### src/rtl/buttfly_sdf_stage_if.sv
// Bundle of the signals between a radix-2 SDF stage, its upstream source, its
// downstream sink and the combinational butterfly it feeds.
interface buttfly_sdf_stage_if #(
  parameter int W     = 4,
  parameter int DEPTH = 4
);
  localparam int CW = $clog2(2 * DEPTH);

  // Handshakes: a word moves on a rising edge where valid & ready are both high.
  // A held valid keeps its data stable until it moves. in_ready never looks at in_valid.
  logic            in_valid;
  logic            in_ready;
  logic [W-1:0]    in_data;
  logic            flush;
  logic [2*W-1:0]  bf_pi;
  logic [2*W-1:0]  bf_po;
  logic            out_valid;
  logic            out_ready;
  logic [W-1:0]    out_data;
  logic            out_kind;
  logic            out_last;
  logic [CW-1:0]   dbg_cnt;
  logic            dbg_primed;
  logic            dbg_flushing;

  modport slave (
    input  in_valid, in_data, flush, bf_po, out_ready,
    output in_ready, bf_pi, out_valid, out_data, out_kind, out_last,
           dbg_cnt, dbg_primed, dbg_flushing
  );

  modport master (
    output in_valid, in_data, flush, bf_po, out_ready,
    input  in_ready, bf_pi, out_valid, out_data, out_kind, out_last,
           dbg_cnt, dbg_primed, dbg_flushing
  );
endinterface

### src/rtl/buttfly_sdf_stage.sv
// Radix-2 single-path delay-feedback stage: pairs samples n and n+DEPTH for an
// external butterfly, emits sums at once and replays the differences next frame.
module buttfly_sdf_stage #(
  parameter int W     = 4,
  parameter int DEPTH = 4
) (
  input logic               clk,
  input logic               rst,
  buttfly_sdf_stage_if.slave bus
);
  localparam int CW = $clog2(2 * DEPTH);
  localparam int IW = $clog2(DEPTH);

  localparam logic [0:0] PH_FILL = 1'b0;
  localparam logic [0:0] PH_BFLY = 1'b1;

  logic [CW-1:0] cnt;
  logic          primed;
  logic          flushing;
  logic [W-1:0]  dly_buf [DEPTH];

  logic          out_valid_q;
  logic [W-1:0]  out_data_q;
  logic          out_kind_q;
  logic          out_last_q;

  logic [0:0]    phase;
  logic [IW-1:0] idx;
  logic [W-1:0]  src;
  logic          emits;
  logic          out_free;
  logic          flush_start;
  logic          advance;
  logic          half_end;
  logic          frame_end;

  always_comb begin
    phase       = cnt[CW-1];
    idx         = cnt[IW-1:0];
    src         = flushing ? '0 : bus.in_data;
    emits       = (phase == PH_BFLY) | primed;
    out_free    = !emits | !out_valid_q | bus.out_ready;
    flush_start = bus.flush & (cnt == '0) & primed & !flushing;
    // The flush request owns the cycle it starts on, so a coincident input is not taken.
    advance     = (flushing | bus.in_valid) & !flush_start & out_free;
    half_end    = (cnt == CW'(DEPTH - 1));
    frame_end   = (cnt == CW'(2 * DEPTH - 1));
  end

  assign bus.in_ready     = !flushing & !flush_start & out_free;
  assign bus.bf_pi        = {src, dly_buf[idx]};
  assign bus.out_valid    = out_valid_q;
  assign bus.out_data     = out_data_q;
  assign bus.out_kind     = out_kind_q;
  assign bus.out_last     = out_last_q;
  assign bus.dbg_cnt      = cnt;
  assign bus.dbg_primed   = primed;
  assign bus.dbg_flushing = flushing;

  always_ff @(posedge clk) begin
    if (rst) begin
      cnt         <= '0;
      primed      <= 1'b0;
      flushing    <= 1'b0;
      out_valid_q <= 1'b0;
      out_data_q  <= '0;
      out_kind_q  <= 1'b0;
      out_last_q  <= 1'b0;
    end else begin
      if (flush_start) begin
        flushing <= 1'b1;
      end

      if (advance) begin
        if (flushing && half_end) begin
          flushing <= 1'b0;
          primed   <= 1'b0;
          cnt      <= '0;
        end else begin
          cnt <= cnt + 1'b1;
          if (frame_end) begin
            primed <= 1'b1;
          end
        end
      end

      if (advance && emits) begin
        out_valid_q <= 1'b1;
        if (phase == PH_BFLY) begin
          out_data_q <= bus.bf_po[W-1:0];
          out_kind_q <= 1'b0;
          out_last_q <= 1'b0;
        end else begin
          out_data_q <= dly_buf[idx];
          out_kind_q <= 1'b1;
          out_last_q <= half_end;
        end
      end else if (out_valid_q && bus.out_ready) begin
        out_valid_q <= 1'b0;
      end
    end
  end

  // Buffer holds first-half samples during FILL and differences during BFLY;
  // primed alone decides whether its contents are ever emitted, so no reset.
  always_ff @(posedge clk) begin
    if (advance) begin
      dly_buf[idx] <= (phase == PH_BFLY) ? bus.bf_po[2*W-1:W] : src;
    end
  end
endmodule
### src/flat_wrapper.sv
// flat-port wrapper written by rule: the top's interface ports become plain ports
module buttfly_sdf_stage_flat 
#(
  parameter int W     = 4,
  parameter int DEPTH = 4
)
  (clk, rst, bus_in_valid, bus_in_data, bus_flush, bus_bf_po, bus_out_ready, bus_in_ready, bus_bf_pi, bus_out_valid, bus_out_data, bus_out_kind, bus_out_last, bus_dbg_cnt, bus_dbg_primed, bus_dbg_flushing);
  buttfly_sdf_stage_if #(.W(W), .DEPTH(DEPTH)) bus_i ();
  input logic clk;
  input logic rst;
  input wire logic [$bits(bus_i.in_valid)-1:0] bus_in_valid;
  input wire logic [$bits(bus_i.in_data)-1:0] bus_in_data;
  input wire logic [$bits(bus_i.flush)-1:0] bus_flush;
  input wire logic [$bits(bus_i.bf_po)-1:0] bus_bf_po;
  input wire logic [$bits(bus_i.out_ready)-1:0] bus_out_ready;
  output wire logic [$bits(bus_i.in_ready)-1:0] bus_in_ready;
  output wire logic [$bits(bus_i.bf_pi)-1:0] bus_bf_pi;
  output wire logic [$bits(bus_i.out_valid)-1:0] bus_out_valid;
  output wire logic [$bits(bus_i.out_data)-1:0] bus_out_data;
  output wire logic [$bits(bus_i.out_kind)-1:0] bus_out_kind;
  output wire logic [$bits(bus_i.out_last)-1:0] bus_out_last;
  output wire logic [$bits(bus_i.dbg_cnt)-1:0] bus_dbg_cnt;
  output wire logic [$bits(bus_i.dbg_primed)-1:0] bus_dbg_primed;
  output wire logic [$bits(bus_i.dbg_flushing)-1:0] bus_dbg_flushing;
  assign bus_i.in_valid = bus_in_valid;
  assign bus_i.in_data = bus_in_data;
  assign bus_i.flush = bus_flush;
  assign bus_i.bf_po = bus_bf_po;
  assign bus_i.out_ready = bus_out_ready;
  assign bus_in_ready = bus_i.in_ready;
  assign bus_bf_pi = bus_i.bf_pi;
  assign bus_out_valid = bus_i.out_valid;
  assign bus_out_data = bus_i.out_data;
  assign bus_out_kind = bus_i.out_kind;
  assign bus_out_last = bus_i.out_last;
  assign bus_dbg_cnt = bus_i.dbg_cnt;
  assign bus_dbg_primed = bus_i.dbg_primed;
  assign bus_dbg_flushing = bus_i.dbg_flushing;
  buttfly_sdf_stage #(.W(W), .DEPTH(DEPTH)) u_core (.clk(clk), .rst(rst), .bus(bus_i));
endmodule
### config.mk
export PLATFORM = sky130hd
export DESIGN_NAME = buttfly_sdf_stage_flat
export DESIGN_NICKNAME = d
export VERILOG_FILES = /design/src/rtl/buttfly_sdf_stage_if.sv /design/src/rtl/buttfly_sdf_stage.sv /design/src/flat_wrapper.sv
export SDC_FILE = /design/constraint.sdc
export NUM_CORES = 1
export LEC_CHECK = 0
export ABC_CLOCK_PERIOD_IN_PS = 3300
export CORE_ASPECT_RATIO = 1.4
export CORE_UTILIZATION = 30
export DETAILED_ROUTE_END_ITERATION = 16
export DONT_BUFFER_PORTS = 1
export GPL_ROUTABILITY_DRIVEN = 1
export MAX_ROUTING_LAYER = met4
export PLACE_DENSITY = 0.42
export SKIP_CTS_REPAIR_TIMING = 1
export SYNTH_ARGS = -nofsm -noshare
export SYNTH_HDL_FRONTEND = slang
export SYNTH_SLANG_ARGS = --single-unit
### constraint.sdc
create_clock -name clk -period 3.3 [get_ports clk]
set_input_delay 0 -clock clk [delete_from_list [all_inputs] [get_ports clk]]
set_output_delay 0 -clock clk [all_outputs]
set_load 0.005 [all_outputs]
== Yosys cells after proc, flatten, opt, wreduce, memory -nomap -nowiden ==
Memories as Yosys holds them, arrays and structs flattened. A register that Yosys moved wholly into a read port is not among the register bits.
Cells that the tools add are included.
W data, S select, Z words.
Word-level totals
  flip-flop bits (word level): 12
  input port bits: 17
  memories kept: 1
  bits in writable memories: 16
  bits in read-only memories: 0
  bits in latches: 0
  word-level logic and storage cells: 50
Cells by class
  add/sub/neg operators: 1
  magnitude comparators: 0
  multipliers: 0
  muxes and demuxes: 17
  eq/ne operators: 2
  reduce and logical (&&, ||, !) cells: 11
  shift operators: 0
  bitwise logic cells: 11
  div/mod/pow operators: 0
Memory list
  u_core.dly_buf: words 4, width 4, read ports 1, clocked after Yosys merged registers in 1, write ports 1, line buttfly_sdf_stage.sv:20  | logic [W-1:0] dly_buf [DEPTH];
Operators with widths (count)
  $mux W4: 3
  $mux W1: 11
  $and A1 B1 Y1: 7
  $logic_not A1 Y1: 4
  $mux W2: 2
  $or A1 B1 Y1: 4
  $reduce_bool A2 Y1: 2
  $add A3 B1 Y3 const B: 1
  $eq A3 B2 Y1 const B: 1
  $eq A3 B3 Y1 const B: 1
  $logic_and A1 B1 Y1: 3
  $logic_not A3 Y1: 1
  $mux W3: 1
  $reduce_and A2 Y1: 1

== Depth between registers and ports, before layout ==
  depth in word-level cells: 9
  mapped depth: 7
  gate-level depth less buffers: 6

== Worst setup path after synthesis ==
No wires, ideal clock.
  kind: reg2reg
  start point: reg u_core.cnt[0], in the netlist u_core.bus.dbg_cnt[0]
  end point: mem u_core.dly_buf[0][0], enable pin
  setup slack: 1.594 ns
  clock period less this slack: 1.706 ns
  required time: 2.991 ns
  setup time: 0.309 ns
  cell stages (with the launch flop): 7
  data arrival time: 1.397 ns
  path through: dfxtp_1 > inv_1 > ha_1 > nand4b_2 > a21o_1 > buf_4 > and3_1
Between the ends
  cells in the longest elaborated chain, start to end: 9
RTL lines
  from (decl): line buttfly_sdf_stage.sv:17  | logic [CW-1:0] cnt;
  from (signal assigned): line buttfly_sdf_stage.sv:80  | cnt <= cnt + 1'b1;
  $logic_not A3 Y1: line buttfly_sdf_stage.sv:43  | flush_start = bus.flush & (cnt == '0) & primed & !flushing;
  $and A1 B1 Y1 (3 in series): line buttfly_sdf_stage.sv:43
  $logic_not A1 Y1: line buttfly_sdf_stage.sv:45  | advance = (flushing | bus.in_valid) & !flush_start & out_free;
  $and A1 B1 Y1 (2 in series): line buttfly_sdf_stage.sv:45
  $mux W1: line buttfly_sdf_stage.sv:107  | if (advance) begin
  $mux W1: line buttfly_sdf_stage.sv:108  | dly_buf[idx] <= (phase == PH_BFLY) ? bus.bf_po[2*W-1:W] : src;
  to (decl): line buttfly_sdf_stage.sv:20
Several ways; a longest one is shown, not always the timed one.

== Worst setup path in the final report ==
  start point: reg u_core.cnt[2], in the netlist u_core.bus.dbg_cnt[2]
  end point: mem u_core.dly_buf[3][0], enable pin
Between the ends
  cells in the longest elaborated chain, start to end: 9
RTL lines (line)
  $logic_not A3 Y1: buttfly_sdf_stage.sv:43
  $and A1 B1 Y1 (3 in series): buttfly_sdf_stage.sv:43
  $logic_not A1 Y1: buttfly_sdf_stage.sv:45
  $and A1 B1 Y1: buttfly_sdf_stage.sv:45
  $and A1 B1 Y1 (*): buttfly_sdf_stage.sv:45
  $mux W1 (*): buttfly_sdf_stage.sv:107
  $mux W1 (*): buttfly_sdf_stage.sv:108
Every way passes the cells marked *; elsewhere a longest branch is shown, timed or not.

==> results.sh <==
export IMPL_whs_ps=12.9
export IMPL_grt_total_usage=0.161
export IMPL_post_place_ws_ps=1280
export IMPL_status="finished, final reports clean"
export IMPL_min_period_over_period=0.627
export IMPL_fin_skew_ps=9.17
export IMPL_synth_ff_type="edfxtp_1"
export IMPL_max_stage_delay_ps=650
export IMPL_hp_class="primary input to flip-flop"
export IMPL_final_cells=181
export IMPL_syn_area_per_cell_um2=12.4
export IMPL_wl_per_cell_um=18.5
export IMPL_port_buffers=0
export IMPL_path_cells="nand4b_2, a21o_1, and3_1"
export IMPL_synthToLayoutAreaGrowth_pct=15.6
export IMPL_cts_sinks=30
export IMPL_worstHoldStart="bus_bf_po[5]"
export IMPL_cp_arrival_ps=2040
export IMPL_post_route_worst_setup_slack_ps=1230
export IMPL_fin_nets=141
export IMPL_critical_path_required_ps=3270
export IMPL_critPathMaxFanout=16
export IMPL_drive_above_1_share=0.132
export IMPL_cpMaxStageDelayCell="dfxtp_1"
export IMPL_fp_coreArea_um2=4310
export IMPL_final_antenna_net_count=0
export IMPL_crit_type="flip-flop to flip-flop"
export IMPL_worstSetupEndpointType="flip-flop"
export IMPL_syn_num_nets=131
export IMPL_cts_buffers_inserted=5
export IMPL_placedCellCount=165
export IMPL_clkLatencyLatePin_ps=280
export IMPL_grt_max_degree=18
export IMPL_vias_per_cell=5.27
export IMPL_final_hold_viol_count=0
export IMPL_io_pins=38
export IMPL_num_vias=954
export IMPL_setup_violations_final=0
export IMPL_max_slew_margin_rel=0.549
export IMPL_power_total_uw=772
export IMPL_num_rows=28
export IMPL_ir_drop_mv=0.216
export IMPL_cts_max_path_buffers=2
export IMPL_dp_hpwl_mm=2.49
export IMPL_rsz0062_at_grt="false"
export IMPL_grt_ovfl_total=0
export IMPL_wl_mm=3.35
export IMPL_yosysWarningCount=0
export IMPL_cts_tree="done"
export IMPL_drc=0
export IMPL_first_pass_iters=4
export IMPL_leakagePower_uw=0.000547
export IMPL_dieArea_um2=4830
export IMPL_p_per_area_nw_per_um2=489
export IMPL_netlist_area_um2=1370
export IMPL_worstMarginPinSlew_ps=674
export IMPL_cap_violations=0
export IMPL_worstSetupStartpoint="u_core.bus.dbg_cnt[2]$_SDFFE_PP0P_"
export IMPL_slew_violations=0
export IMPL_rr_startpoint="u_core.bus.dbg_cnt[2]$_SDFFE_PP0P_"
export IMPL_die_h_um=81.8
export IMPL_cp_start_kind="flip-flop"
export IMPL_first_global_vias=964
export IMPL_drtIter0Drc=73
export IMPL_ys_seq_elements=30
export IMPL_ys_async_sr_fraction=0
export IMPL_gp_congestion=0.813
export IMPL_synth_edf_count=16
export IMPL_grt_pass1_wl_mm=5.16
export IMPL_ff2ff_setup_slack_ps=1230
export IMPL_tns_ps=0
export IMPL_htree_num_levels=2
export IMPL_n_antenna_cell=0
export IMPL_dieWidth_um=59.0
export IMPL_fin_crit_ps=2070
export IMPL_synth_cell_types=32
export IMPL_seq_area_frac_synth=0.557
export IMPL_synthCells=110
export IMPL_fmax_mhz=483
export IMPL_clk_pin_slew_ps=70
export IMPL_antenna_found_initial=0
export IMPL_start_util=0.317
export IMPL_cts_root_buf="clkbuf_8"
[logic make-up after synthesis]
kind of cell	count (synthesis)	share of synthesized area
flops	30	0.557
compound gates	24	0.124
mux	8	0.107
fa+ha+maj	4	0.0367
buf+inv	9	0.0311
simple gates	35	0.144
[sequential cells by signal, indices dropped and copies added, names as in the netlist, named ones only]
signal	flops
u_core.bus.out_valid	1
u_core.bus.dbg_flushing	1
u_core.bus.dbg_primed	1
u_core.bus.out_last	1
u_core.bus.out_data	4
u_core.dly_buf	16
u_core.bus.dbg_cnt	3
u_core.bus.out_kind	1
[placed cells by master, fill, tap and decap left out, types with 2 or more instances in the layout]
cell type	synthesis	final
clkbuf_8	0	5
o31ai_1	5	5
mux4_1	3	3
mux2_2	4	4
a21oi_1	8	8
nand3_1	3	3
edfxtp_1	16	16
nand2_1	10	10
nor3_1	3	3
a311oi_1	5	5
inv_1	3	3
dfxtp_1	14	14
dlygate4sd3_1	0	8
nor2_1	2	2
a21o_1	2	2
nand4_1	2	2
and3_1	5	5
ha_1	4	4
nor2b_1	5	5
[power by group]
group	internal, uW	switching, uW
Clock	144	142
Sequential	408	9.49
Combinational	31.3	37.5
Total	583	189
[final cells by class]
cell class,count,area [um2]
clock buffers,5,68.8
clock inverters,3,16.3
fillers,444,2730
inverters,4,15.0
multi-input cells,71,562
flip-flops and latches,30,761
well taps,60,75.1
repair buffers,8,80.1
[final timing paths]
kind,end,depth (start not counted)
setup / recovery,u_core.dly_buf[3][0]$_DFFE_PP_,3
hold / removal,u_core.dly_buf[2][1]$_DFFE_PP_,1
setup reg to reg,u_core.dly_buf[3][0]$_DFFE_PP_,3
hold reg to reg,u_core.bus.out_last$_SDFFE_PP0P_,2
[through the flow]
step / util / area (um2)
floorplan: - / 1370
global placement: 0.328 / 1410
detailed placement: 0.328 / 1410
CTS: 0.348 / 1500
global route: 0.366 / 1580
finish: 0.366 / 1580
[worst max-delay path, delay by kind of cell (launching register included)]
| family | cells | cell delay [ps] |
|---|---|---|
| flip-flops | 1 | 650 |
| AO/OA/AOI/OAI | 1 | 470 |
| AND/OR/NAND/NOR | 2 | 630 |
[layer usage]
layer,routed length (um),global-route usage,vias to the layer above
li1,-,-,444
met1,1280,0.154,465
met2,1760,0.276,40
met3,257,0.0772,5
met4,60,0.0643,0
met5,0,-,-
[synth_stat cells, types with 2 or more instances]
cell type / number / area [um2]
edfxtp_1: 16 / 480
dfxtp_1: 14 / 280
nand2_1: 10 / 37.5
a21oi_1: 8 / 40.0
a311oi_1: 5 / 43.8
and3_1: 5 / 31.3
nor2b_1: 5 / 31.3
o31ai_1: 5 / 37.5
ha_1: 4 / 50.1
mux2_2: 4 / 45.0
inv_1: 3 / 11.3
mux4_1: 3 / 78.8
nand3_1: 3 / 15.0
nor3_1: 3 / 15.0
a21o_1: 2 / 15.0
buf_4: 2 / 15.0
nand4_1: 2 / 12.5
nor2_1: 2 / 7.51
Note: power is estimated with default switching activity, not from simulation.
